$ cat src/rtl/hilo_mac_unit_if.sv
// Purpose: request/result bundle between the instruction controller and the HI/LO MAC unit.
// Latency: none (plain wires).
// Backpressure: none; the controller must honour Busy before issuing. HILO_MOVE_EN adds mthi/mtlo signals.
interface hilo_mac_unit_if #(
  parameter int WIDTH = 32
);
  logic             HiLoWrite;
  logic             Madd;
  logic             Msub;
  logic             Signed;
  logic [WIDTH-1:0] OperandA;
  logic [WIDTH-1:0] OperandB;
  logic             Busy;
  logic             Done;
  logic [WIDTH-1:0] Hi;
  logic [WIDTH-1:0] Lo;
`ifdef HILO_MOVE_EN
  logic             WriteHi;
  logic             WriteLo;
  logic [WIDTH-1:0] MoveData;
`endif

  modport master (
`ifdef HILO_MOVE_EN
    output WriteHi, WriteLo, MoveData,
`endif
    output HiLoWrite, Madd, Msub, Signed, OperandA, OperandB,
    input  Busy, Done, Hi, Lo
  );

  modport slave (
`ifdef HILO_MOVE_EN
    input  WriteHi, WriteLo, MoveData,
`endif
    input  HiLoWrite, Madd, Msub, Signed, OperandA, OperandB,
    output Busy, Done, Hi, Lo
  );
endinterface

$ cat src/rtl/hilo_mac_unit.sv
// Purpose: iterative shift-add mult/madd/msub unit owning the architectural HI and LO registers.
// Latency: Busy for WIDTH/RADIX_BITS+1 cycles after the request edge; Done pulses in the following cycle.
// Backpressure: strobes while Busy are dropped, never queued. Macro HILO_MOVE_EN adds mthi/mtlo moves.
module hilo_mac_unit #(
  parameter int WIDTH      = 32,
  parameter int RADIX_BITS = 1
) (
  input  logic           Clk,
  input  logic           Reset,
  hilo_mac_unit_if.slave bus
);
  localparam int N     = WIDTH / RADIX_BITS;
  localparam int CNT_W = $clog2(N) + 1;
  localparam logic [CNT_W-1:0] LAST = CNT_W'(N - 1);

  if (!(RADIX_BITS == 1 || RADIX_BITS == 2) || (WIDTH % RADIX_BITS) != 0) begin : g_bad_radix
    $error("hilo_mac_unit: RADIX_BITS must be 1 or 2 and divide WIDTH");
  end

  typedef enum logic [1:0] {IDLE, RUN, FINISH} state_t;
  typedef enum logic [1:0] {OP_MULT, OP_MADD, OP_MSUB} op_t;

  state_t               state_q;
  op_t                  op_q;
  logic                 neg_q;
  logic [2*WIDTH-1:0]   mcand_q;
  logic [2*WIDTH-1:0]   part_q;
  logic [WIDTH-1:0]     mplier_q;
  logic [CNT_W-1:0]     cnt_q;
  logic [WIDTH-1:0]     hi_q;
  logic [WIDTH-1:0]     lo_q;
  logic                 busy_q;
  logic                 done_q;

  logic                 req_vld;
  op_t                  req_op;
  logic                 req_neg;
  logic [WIDTH-1:0]     a_abs;
  logic [WIDTH-1:0]     b_abs;
  logic [2*WIDTH-1:0]   step_add;
  logic [2*WIDTH-1:0]   part_d;
  logic [2*WIDTH-1:0]   prod;
  logic [2*WIDTH-1:0]   hilo_d;

  // Request decode: exactly one strobe is a request; any combination of two or more is dropped.
  always_comb begin
    req_vld = 1'b1;
    req_op  = OP_MULT;
    case ({bus.HiLoWrite, bus.Madd, bus.Msub})
      3'b100:  req_op = OP_MULT;
      3'b010:  req_op = OP_MADD;
      3'b001:  req_op = OP_MSUB;
      default: req_vld = 1'b0;
    endcase
  end

  // Operand magnitudes and result sign; the multiply itself is always unsigned.
  always_comb begin
    a_abs   = (bus.Signed && bus.OperandA[WIDTH-1]) ? -bus.OperandA : bus.OperandA;
    b_abs   = (bus.Signed && bus.OperandB[WIDTH-1]) ? -bus.OperandB : bus.OperandB;
    req_neg = bus.Signed & (bus.OperandA[WIDTH-1] ^ bus.OperandB[WIDTH-1]);
  end

  // One iteration's partial-product update plus the final signed product and HI:LO combine.
  always_comb begin
    step_add = '0;
    for (int b = 0; b < RADIX_BITS; b++) begin
      if (mplier_q[b]) step_add = step_add + (mcand_q << b);
    end
    part_d = part_q + step_add;
    prod   = neg_q ? -part_q : part_q;
    case (op_q)
      OP_MADD: hilo_d = {hi_q, lo_q} + prod;
      OP_MSUB: hilo_d = {hi_q, lo_q} - prod;
      default: hilo_d = prod;
    endcase
  end

  // Control FSM and datapath registers; Busy/Done are registered alongside the state.
  always_ff @(posedge Clk or posedge Reset) begin
    if (Reset) begin
      state_q  <= IDLE;
      op_q     <= OP_MULT;
      neg_q    <= 1'b0;
      mcand_q  <= '0;
      part_q   <= '0;
      mplier_q <= '0;
      cnt_q    <= '0;
      hi_q     <= '0;
      lo_q     <= '0;
      busy_q   <= 1'b0;
      done_q   <= 1'b0;
    end else begin
      done_q <= 1'b0;
      case (state_q)
        IDLE: begin
`ifdef HILO_MOVE_EN
          if (bus.WriteHi) hi_q <= bus.MoveData;
          if (bus.WriteLo) lo_q <= bus.MoveData;
`endif
          if (req_vld) begin
            op_q     <= req_op;
            neg_q    <= req_neg;
            mcand_q  <= {{WIDTH{1'b0}}, a_abs};
            mplier_q <= b_abs;
            part_q   <= '0;
            cnt_q    <= '0;
            busy_q   <= 1'b1;
            state_q  <= RUN;
          end
        end
        RUN: begin
          part_q   <= part_d;
          mcand_q  <= mcand_q << RADIX_BITS;
          mplier_q <= mplier_q >> RADIX_BITS;
          cnt_q    <= cnt_q + CNT_W'(1);
          if (cnt_q == LAST) state_q <= FINISH;
        end
        FINISH: begin
          {hi_q, lo_q} <= hilo_d;
          busy_q       <= 1'b0;
          done_q       <= 1'b1;
          state_q      <= IDLE;
        end
        default: state_q <= IDLE;
      endcase
    end
  end

  assign bus.Busy = busy_q;
  assign bus.Done = done_q;
  assign bus.Hi   = hi_q;
  assign bus.Lo   = lo_q;
endmodule

$ cat src/flat_wrapper.sv
// flat-port wrapper written by rule: the top's interface ports become plain ports
module hilo_mac_unit_flat 
#(
  parameter int WIDTH      = 32,
  parameter int RADIX_BITS = 1
)
  (Clk, Reset, bus_HiLoWrite, bus_Madd, bus_Msub, bus_Signed, bus_OperandA, bus_OperandB, bus_Busy, bus_Done, bus_Hi, bus_Lo);
  hilo_mac_unit_if #(.WIDTH(WIDTH)) bus_i ();
  input  logic Clk;
  input  logic Reset;
  input wire logic [$bits(bus_i.HiLoWrite)-1:0] bus_HiLoWrite;
  input wire logic [$bits(bus_i.Madd)-1:0] bus_Madd;
  input wire logic [$bits(bus_i.Msub)-1:0] bus_Msub;
  input wire logic [$bits(bus_i.Signed)-1:0] bus_Signed;
  input wire logic [$bits(bus_i.OperandA)-1:0] bus_OperandA;
  input wire logic [$bits(bus_i.OperandB)-1:0] bus_OperandB;
  output wire logic [$bits(bus_i.Busy)-1:0] bus_Busy;
  output wire logic [$bits(bus_i.Done)-1:0] bus_Done;
  output wire logic [$bits(bus_i.Hi)-1:0] bus_Hi;
  output wire logic [$bits(bus_i.Lo)-1:0] bus_Lo;
  assign bus_i.HiLoWrite = bus_HiLoWrite;
  assign bus_i.Madd = bus_Madd;
  assign bus_i.Msub = bus_Msub;
  assign bus_i.Signed = bus_Signed;
  assign bus_i.OperandA = bus_OperandA;
  assign bus_i.OperandB = bus_OperandB;
  assign bus_Busy = bus_i.Busy;
  assign bus_Done = bus_i.Done;
  assign bus_Hi = bus_i.Hi;
  assign bus_Lo = bus_i.Lo;
  hilo_mac_unit #(.WIDTH(WIDTH), .RADIX_BITS(RADIX_BITS)) u_core (.Clk(Clk), .Reset(Reset), .bus(bus_i));
endmodule
$ cat config.mk
export PLATFORM = sky130hd
export DESIGN_NAME = hilo_mac_unit_flat
export DESIGN_NICKNAME = d
export VERILOG_FILES = /design/src/rtl/hilo_mac_unit_if.sv /design/src/rtl/hilo_mac_unit.sv /design/src/flat_wrapper.sv
export SDC_FILE = /design/constraint.sdc
export NUM_CORES = 1
export LEC_CHECK = 0
export ABC_AREA = 1
export ABC_CLOCK_PERIOD_IN_PS = 7600
export BUFFER_PORTS_ARGS = -buffer_cell sky130_fd_sc_hd__buf_2
export CAP_MARGIN = 20
export CORE_MARGIN = 10
export CORE_UTILIZATION = 57
export CTS_CLUSTER_DIAMETER = 120
export DETAILED_ROUTE_END_ITERATION = 10
export PLACE_DENSITY = 0.78
export SYNTH_ARGS = -nofsm -noshare
export SYNTH_HDL_FRONTEND = slang
export SYNTH_SLANG_ARGS = --single-unit
$ cat constraint.sdc
create_clock -name Clk -period 7.6 [get_ports Clk]
set_clock_uncertainty 0.1 [all_clocks]
set_input_delay 1.14 -clock Clk [delete_from_list [all_inputs] [get_ports Clk]]
set_output_delay 1.14 -clock Clk [all_outputs]
set_load 0.05 [all_outputs]
==> reports/qor.txt, run 1 <==
final wirelength -> 75,430 µm
Worst Setup End Kind -> register
Crit path required time -> 7.98 ns
Chip Width -> 224.1 µm
Via-to-Cell Ratio -> 5.747
ys async rst share -> 100.0%
First DRT Iteration DRCs -> 2,652
post-CTS setup buffers -> 0
Hold Path Class -> register to register
layout cells sized above 1 -> 8.206%
status -> complete, no violations
RSZ-0062 raised after global routing -> no
post-layout min period -> 5.615 ns
routed len/inst -> 16.97 µm
initial antenna violation count -> 2
Worst-path clk slew -> 0.06 ns
Pwr Density -> 434.8 mW/mm²
static leakage -> 0.01313 µW
Power Internal -> 5161 µW
Area after DPL -> 0.02484 mm²
Area Overhead vs Synth -> 9.419%
Final Hold Viols -> 0
total number of vias -> 25,550
crit path kind -> register to register
GPL Wtd Cong -> 1.059
Util after Layout -> 63.32%
# DRC -> 0
startpoint types -> register
sum of negative setup slack -> 0 ns
Resized cells post-CTS -> 0
Net Sw Frac -> 54.30%
Port Buffers -> 135
main flop type after synthesis -> dfrtp_1
Design Area, Final -> 0.02597 mm²
combinational power share -> 66.0%
Psw -> 6133 µW
row count -> 74
sequential share of power -> 19.4%
HPWL after detailed placement -> 59,400 µm
total congestion overflow -> 0
CTS Hold Buffers Added -> 0
# clock sinks -> 237
Yosys warning total -> 0
Avg Inst Size Synth -> 6.232 µm²
Die ar. -> 0.05021 mm²
max-cap violations -> 0
EDFF count, synth -> 0
Layout Nets -> 4,093
TritonCTS clock tree -> yes
count of different cell masters after synthesis -> 57
final setup vio count -> 0
Fmax -> 178.1 MHz
vias in the first global route -> 23,710
reg2reg setup slack -> 1.98 ns
post-synthesis sequential area ratio -> 24.98%
Filler Cells Inserted -> 4,037
synthesized cell area -> 0.02374 mm²
Clk pwr share -> 14.6%
worst hold margin -> 0.3830 ns
clk_lat worst skew -> 0.61 ns
Tot GR Track Use -> 29.21%
Arrival @ worst endpoint -> 6.00 ns
Die Height -> 224.1 µm
post-route ant nets -> 0
relative slew slack -> 36.20%
Root Driver -> clkbuf_16
I/O Pins -> 136
Initial Util -> 57.87%
max-slew violation count -> 0
Post-Syn Instances -> 3,809
Synth Register Bits -> 237
final period utilization -> 73.89%
Pwr Total -> 11,290 µW
largest net degree at the start of global routing -> 92
CTS Buf Count -> 29
CP max FO -> 36
Bufs on Longest Clock Path -> 3
first-pass GRT wire length -> 121,800 µm
H-tree levels -> 1
Post-Syn Nets -> 4,013
Slew @ Worst Pin -> 0.9550 ns
core box area -> 0.04102 mm²
first-pass iteration count of the detailed router -> 6
VDD IR-drop max -> 0.2364 mV
==> final timing paths <==
path	start	endpoint	depth (start not counted)
setup / recovery	u_core.neg_q$_DFFE_PP0P_	u_core.bus.Hi[16]$_DFFE_PP0P_	26
hold / removal	u_core.op_q[0]$_DFFE_PP0P_	u_core.op_q[0]$_DFFE_PP0P_	2
setup reg to reg	u_core.neg_q$_DFFE_PP0P_	u_core.bus.Hi[16]$_DFFE_PP0P_	26
hold reg to reg	u_core.op_q[0]$_DFFE_PP0P_	u_core.op_q[0]$_DFFE_PP0P_	2
max in group asynchronous	Reset	u_core.mcand_q[56]$_DFFE_PP0P_	3
min in group asynchronous	Reset	u_core.part_q[1]$_DFFE_PP0P_	2
==> cell families (layout without fill, tap and decap cells) <==
kind of cell | after synthesis | count (layout) | share of synthesized area [%]
adder cells (fa/ha/maj) | 134 | 134 | 7.126
flip-flops | 237 | 237 | 24.98
buffers and inverters | 641 | 744 | 10.21
AND/OR/NAND/NOR | 1830 | 1830 | 32.44
AO/OA/AOI/OAI | 827 | 827 | 20.08
XOR/XNOR | 140 | 140 | 5.165
other | 0 | 1 | 0
==> layout make-up <==
| type | instances | area [µm²] | share of cell area [%] |
|---|---|---|---|
| multi-input combinational | 2931 | 15410 | 59.31 |
| sequential | 237 | 5933 | 22.84 |
| inverter | 540 | 2033 | 7.828 |
| timing repair buffer | 150 | 800.8 | 3.083 |
| clock buffer | 34 | 774.5 | 2.982 |
| tap | 532 | 665.6 | 2.563 |
| clock inverter | 20 | 357.8 | 1.378 |
| antenna | 1 | 2.502 | 0.009634 |
==> cell usage after synthesis (all sizes together) (2+ instances only) <==
cell | number | area [µm²]
o21a | 16 | 120.1
a211oi | 2 | 15.01
nand3b | 3 | 22.52
dfrtp | 237 | 5931
o21ai | 261 | 1325
o221ai | 29 | 254.0
o211ai | 61 | 457.9
a21oi | 300 | 1505
xor2 | 105 | 919.6
fa | 2 | 40.04
and2 | 4 | 25.02
xnor2 | 35 | 306.5
o311ai | 9 | 78.83
a21o | 13 | 97.59
clkbuf | 84 | 315.3
ha | 132 | 1652
nand2 | 997 | 3830
a31oi | 40 | 250.2
buf | 17 | 81.33
nand4 | 29 | 181.4
nor3b | 5 | 37.54
nor2 | 484 | 1954
and3 | 4 | 25.02
inv | 539 | 2023
nor3 | 55 | 300.3
a21boi | 7 | 52.55
o22ai | 58 | 362.9
nand3 | 213 | 1099
o31ai | 8 | 65.06
a22oi | 2 | 15.01
o21bai | 14 | 105.1
nor4 | 11 | 68.82
o32ai | 2 | 17.52
or2 | 24 | 150.1
==> through the flow <==
stage | std cells | worst slack (ns)
2_1_floorplan | 3809 | 3.254
3_3_place_gp | 4390 | 2.212
3_5_place_dp | 4390 | 2.139
4_1_cts | 4444 | 2.125
5_1_grt | 4444 | 1.417
6_report | 4445 | 1.985
==> per-layer routing <==
layer	track usage (%)	wire length, µm
met1	40.39	33260
met2	46.25	32970
met3	3.710	6631
met4	9.939	2563
met5	0	7
==> sequential cells by signal, summed over array words and instances (netlist names) <==
name / flops
u_core.part_q: 64
u_core.bus.Busy: 1
u_core.mcand_q: 64
u_core.cnt_q: 6
u_core.state_q: 2
u_core.op_q: 2
u_core.bus.Lo: 32
u_core.bus.Done: 1
u_core.neg_q: 1
u_core.mplier_q: 32
u_core.bus.Hi: 32
==> cells in the final DEF (no fill, tap or decap), drive strengths merged, types with 34 or more instances in the layout <==
master / instances
nand2: 997
inv: 540
nor2: 484
a21oi: 300
o21ai: 261
dfrtp: 237
nand3: 213
buf: 150
ha: 132
xor2: 105
o211ai: 61
o22ai: 58
nor3: 55
a31oi: 40
xnor2: 35
clkbuf: 34
==> critical path: stages, from the launching register on <==
cell and delay [ns]:
dfrtp_2 0.76, inv_2 0.36, o21ai_1 0.29, nand2_1 0.15
nor3_2 0.20, nand2_1 0.10, nor2_2 0.18, nand3_2 0.14
nor2_4 0.14, nand2_2 0.09, nor2_2 0.11, nand2_2 0.09
o21ai_0 0.30, xor2_1 0.21, inv_1 0.07, ha_1 0.33
a21oi_1 0.21, o21ai_0 0.18, a21oi_1 0.22, nor2_1 0.07
a211oi_1 0.24, nand3_1 0.22, nand3_1 0.19, nand3_1 0.11
xor2_1 0.15, o211ai_1 0.18, nand2_1 0.07
==> power by group through the flow <==
stage | Combinational (µW) | Clock [µW] | Sequential, µW
2_1_floorplan | 5630 | 0 | 1980
3_3_place_gp | 7130 | 0 | 2170
3_5_place_dp | 7220 | 0 | 2190
4_1_cts | 7270 | 1670 | 2170
5_1_grt | 8370 | 1710 | 2240
6_report | 7450 | 1650 | 2190
Note: power is estimated with default switching activity, not from simulation.
==> run 2, diff against run 1 <==
--- a/config.mk
+++ b/config.mk
@@ -6,14 +6,14 @@
 export NUM_CORES = 1
 export LEC_CHECK = 0
 export ABC_AREA = 1
-export ABC_CLOCK_PERIOD_IN_PS = 7600
+export ABC_CLOCK_PERIOD_IN_PS = 5700
 export BUFFER_PORTS_ARGS = -buffer_cell sky130_fd_sc_hd__buf_2
 export CAP_MARGIN = 20
 export CORE_MARGIN = 10
-export CORE_UTILIZATION = 57
+export CORE_UTILIZATION = 64
 export CTS_CLUSTER_DIAMETER = 120
 export DETAILED_ROUTE_END_ITERATION = 10
-export PLACE_DENSITY = 0.78
+export PLACE_DENSITY = 0.83
 export SYNTH_ARGS = -nofsm -noshare
 export SYNTH_HDL_FRONTEND = slang
 export SYNTH_SLANG_ARGS = --single-unit
==> constraint.sdc (replaced) <==
create_clock -name Clk -period 5.7 [get_ports Clk]
set_clock_uncertainty 0.1 [all_clocks]
set_input_delay 0.855 -clock Clk [delete_from_list [all_inputs] [get_ports Clk]]
set_output_delay 0.855 -clock Clk [all_outputs]
set_load 0.05 [all_outputs]
==> run 2 against run 1 <==
Net effect:
- utilization rose by 6.9 points
- non-clock buffer count is 4 higher
- first-iteration DRC count rose by 11%
- power grew 31%
- wire length grew 3.3%
- cell area is 0.95% lower
- maximum frequency rose by 5.2%
- critical endpoint is now u_core.bus.Hi[6]$_DFFE_PP0P_
==> reports/qor.txt, run 2 (same netlist as run 1, synthesis figures left out) <==
top flop regs -> u_core.mcand_q: 64 flops, u_core.part_q: 64 flops
total number of vias -> 25,910 (+1.4%)
post-layout min period -> 5.337 ns (-0.2787 ns)
startpoint types -> register
worst hold margin -> 0.1365 ns (-0.2465 ns)
Arrival @ worst endpoint -> 5.70 ns (-0.30 ns)
CTS Buf Count -> 27 (-6.9%)
crit path kind -> register to register
HPWL after detailed placement -> 60,780 µm (+2.3%)
relative slew slack -> 36.53% (+0.32 points)
Port Buffers -> 135 (unchanged)
routed len/inst -> 17.80 µm (+4.9%)
Root Driver -> clkbuf_16
# clock sinks -> 237 (unchanged)
clk_lat worst skew -> 0.60 ns (about the same)
combinational power share -> 68.0% (+2.0 points)
Area Overhead vs Synth -> 8.375%
Initial Util -> 64.84% (+7.0 points)
layout cells sized above 1 -> 8.159% (-0.047 points)
final period utilization -> 93.63% (+20 points)
H-tree levels -> 1 (unchanged)
# DRC -> 0 (unchanged)
slowest stage delay, CP -> 0.45 ns (-0.31 ns)
vias in the first global route -> 24,080 (+1.5%)
first-pass iteration count of the detailed router -> 6 (unchanged)
total congestion overflow -> 0 (unchanged)
initial antenna violation count -> 0 (-2)
Design Area, Final -> 0.02573 mm² (-0.95%)
max-cap violations -> 0 (unchanged)
Clk pwr share -> 12.5% (-2.1 points)
n_diodes -> 0 (-1)
Final Hold Viols -> 0 (unchanged)
most common cell after layout, fill and taps aside -> nand2_1
First DRT Iteration DRCs -> 2,938 (+11%)
Worst-path clk slew -> 0.06 ns (about the same)
static leakage -> 0.01306 µW (-0.54%)
Bufs on Longest Clock Path -> 3 (unchanged)
core box area -> 0.03661 mm² (-11%)
Fmax -> 187.4 MHz (+5.2%)
CP max FO -> 7 (-81%)
Chip Width -> 212.6 µm (-5.1%)
RSZ-0062 raised after global routing -> no
I/O Pins -> 136 (unchanged)
Die ar. -> 0.04519 mm² (-10%)
Die Height -> 212.6 µm (-5.1%)
TritonCTS clock tree -> yes
GPL Wtd Cong -> 1.056 (-0.28%)
largest net degree at the start of global routing -> 170 (+85%)
Hold Path Class -> input port to asynchronous set/reset pin
VDD IR-drop max -> 0.3783 mV (+60%)
final wirelength -> 77,910 µm (+3.3%)
Area after DPL -> 0.02480 mm² (-0.15%)
first-pass GRT wire length -> 125,600 µm (+3.1%)
Layout Nets -> 4,095 (+0.049%)
final setup vio count -> 0 (unchanged)
CP startpoint -> u_core.part_q[0]$_DFFE_PP0P_
Net Sw Frac -> 55.61% (+1.3 points)
Worst Setup End Kind -> register
Pwr Density -> 577.0 mW/mm² (+33%)
Slew @ Worst Pin -> 0.9521 ns (-0.002844 ns)
Via-to-Cell Ratio -> 5.918 (+3.0%)
Tot GR Track Use -> 33.98% (+4.8 points)
post-route ant nets -> 0 (unchanged)
Psw -> 8255 µW (+35%)
status -> complete, no violations
sequential share of power -> 19.5% (about the same)
sum of negative setup slack -> 0 ns (unchanged)
FF-to-FF Start -> u_core.part_q[0]$_DFFE_PP0P_
Power Internal -> 6590 µW (+28%)
CP max-delay cell -> dfrtp_1
row count -> 70 (-5.4%)
Util after Layout -> 70.27% (+6.9 points)
post-CTS setup buffers -> 0 (unchanged)
max-slew violation count -> 0 (unchanged)
most frequent cells in the layout -> 968 x nand2_1, 520 x inv_1, 456 x nor2_1
CP most frequent cell -> nor2_1
Crit path required time -> 6.06 ns (-1.92 ns)
run 2: worst paths after layout:
kind | end | slack (ns) | depth (start not counted)
min reg2reg | u_core.mplier_q[4]$_DFFE_PP0P_ | 0.40 | 2
min in group Clk | u_core.mplier_q[4]$_DFFE_PP0P_ | 0.40 | 2
max in group asynchronous | u_core.mplier_q[0]$_DFFE_PP0P_ | 4.08 | 3
max | u_core.bus.Hi[6]$_DFFE_PP0P_ | 0.36 | 28
max reg2reg | u_core.bus.Hi[6]$_DFFE_PP0P_ | 0.36 | 28
min | u_core.bus.Lo[4]$_DFFE_PP0P_ | 0.14 | 2
run 2: repair_timing:
item,CTS,global route
gates resized for setup,0,2
setup endpoints to repair,0,3
hold endpoints to repair,0,0
hold buffers,0,0
run 2: power by group through the flow:
stage | registers (µW) | logic [µW] | clock network (µW)
6_report | 2900 | 10100 | 1850
5_1_grt | 2960 | 11200 | 1930
4_1_cts | 2860 | 9810 | 1860
3_5_place_dp | 2880 | 9710 | 0
3_3_place_gp | 2860 | 9630 | 0
2_1_floorplan | 2640 | 7500 | 0
run 2: layout make-up:
class	count	area, µm²
clock buffers	34	752.0
multi-input cells	2931	15410
fillers	3332	10880
clock inverters	14	172.7
well taps	468	585.6
flip-flops and latches	237	5933
repair buffers	154	843.3
inverters	540	2033
run 2: metal layers:
layer | global-route usage, % | share of wire [%]
met5 | 0 | 0
met4 | 11.52 | 3.5
met3 | 4.771 | 9.4
met2 | 52.64 | 44
met1 | 47.58 | 44
run 2: critical path, delay by kind of cell (launching register included):
family | cells | cell delay, ns
and+or+nand+nor | 16 | 2.20
AOI/OAI and AO/OA | 4 | 1.11
adders and majority gates | 2 | 0.61
DFF | 1 | 0.45
xor gates and xnor gates | 2 | 0.37
buffers and inverters | 4 | 0.34
run 2: through the flow:
step	setup WS [ns]	total power, µW	cells
4_1_cts	0.2902	14530	4378
5_1_grt	0.01599	16140	4378
2_1_floorplan	1.410	10150	3809
3_5_place_dp	0.3206	12600	4330
3_3_place_gp	0.3212	12490	4330
6_report	0.3632	14850	4378
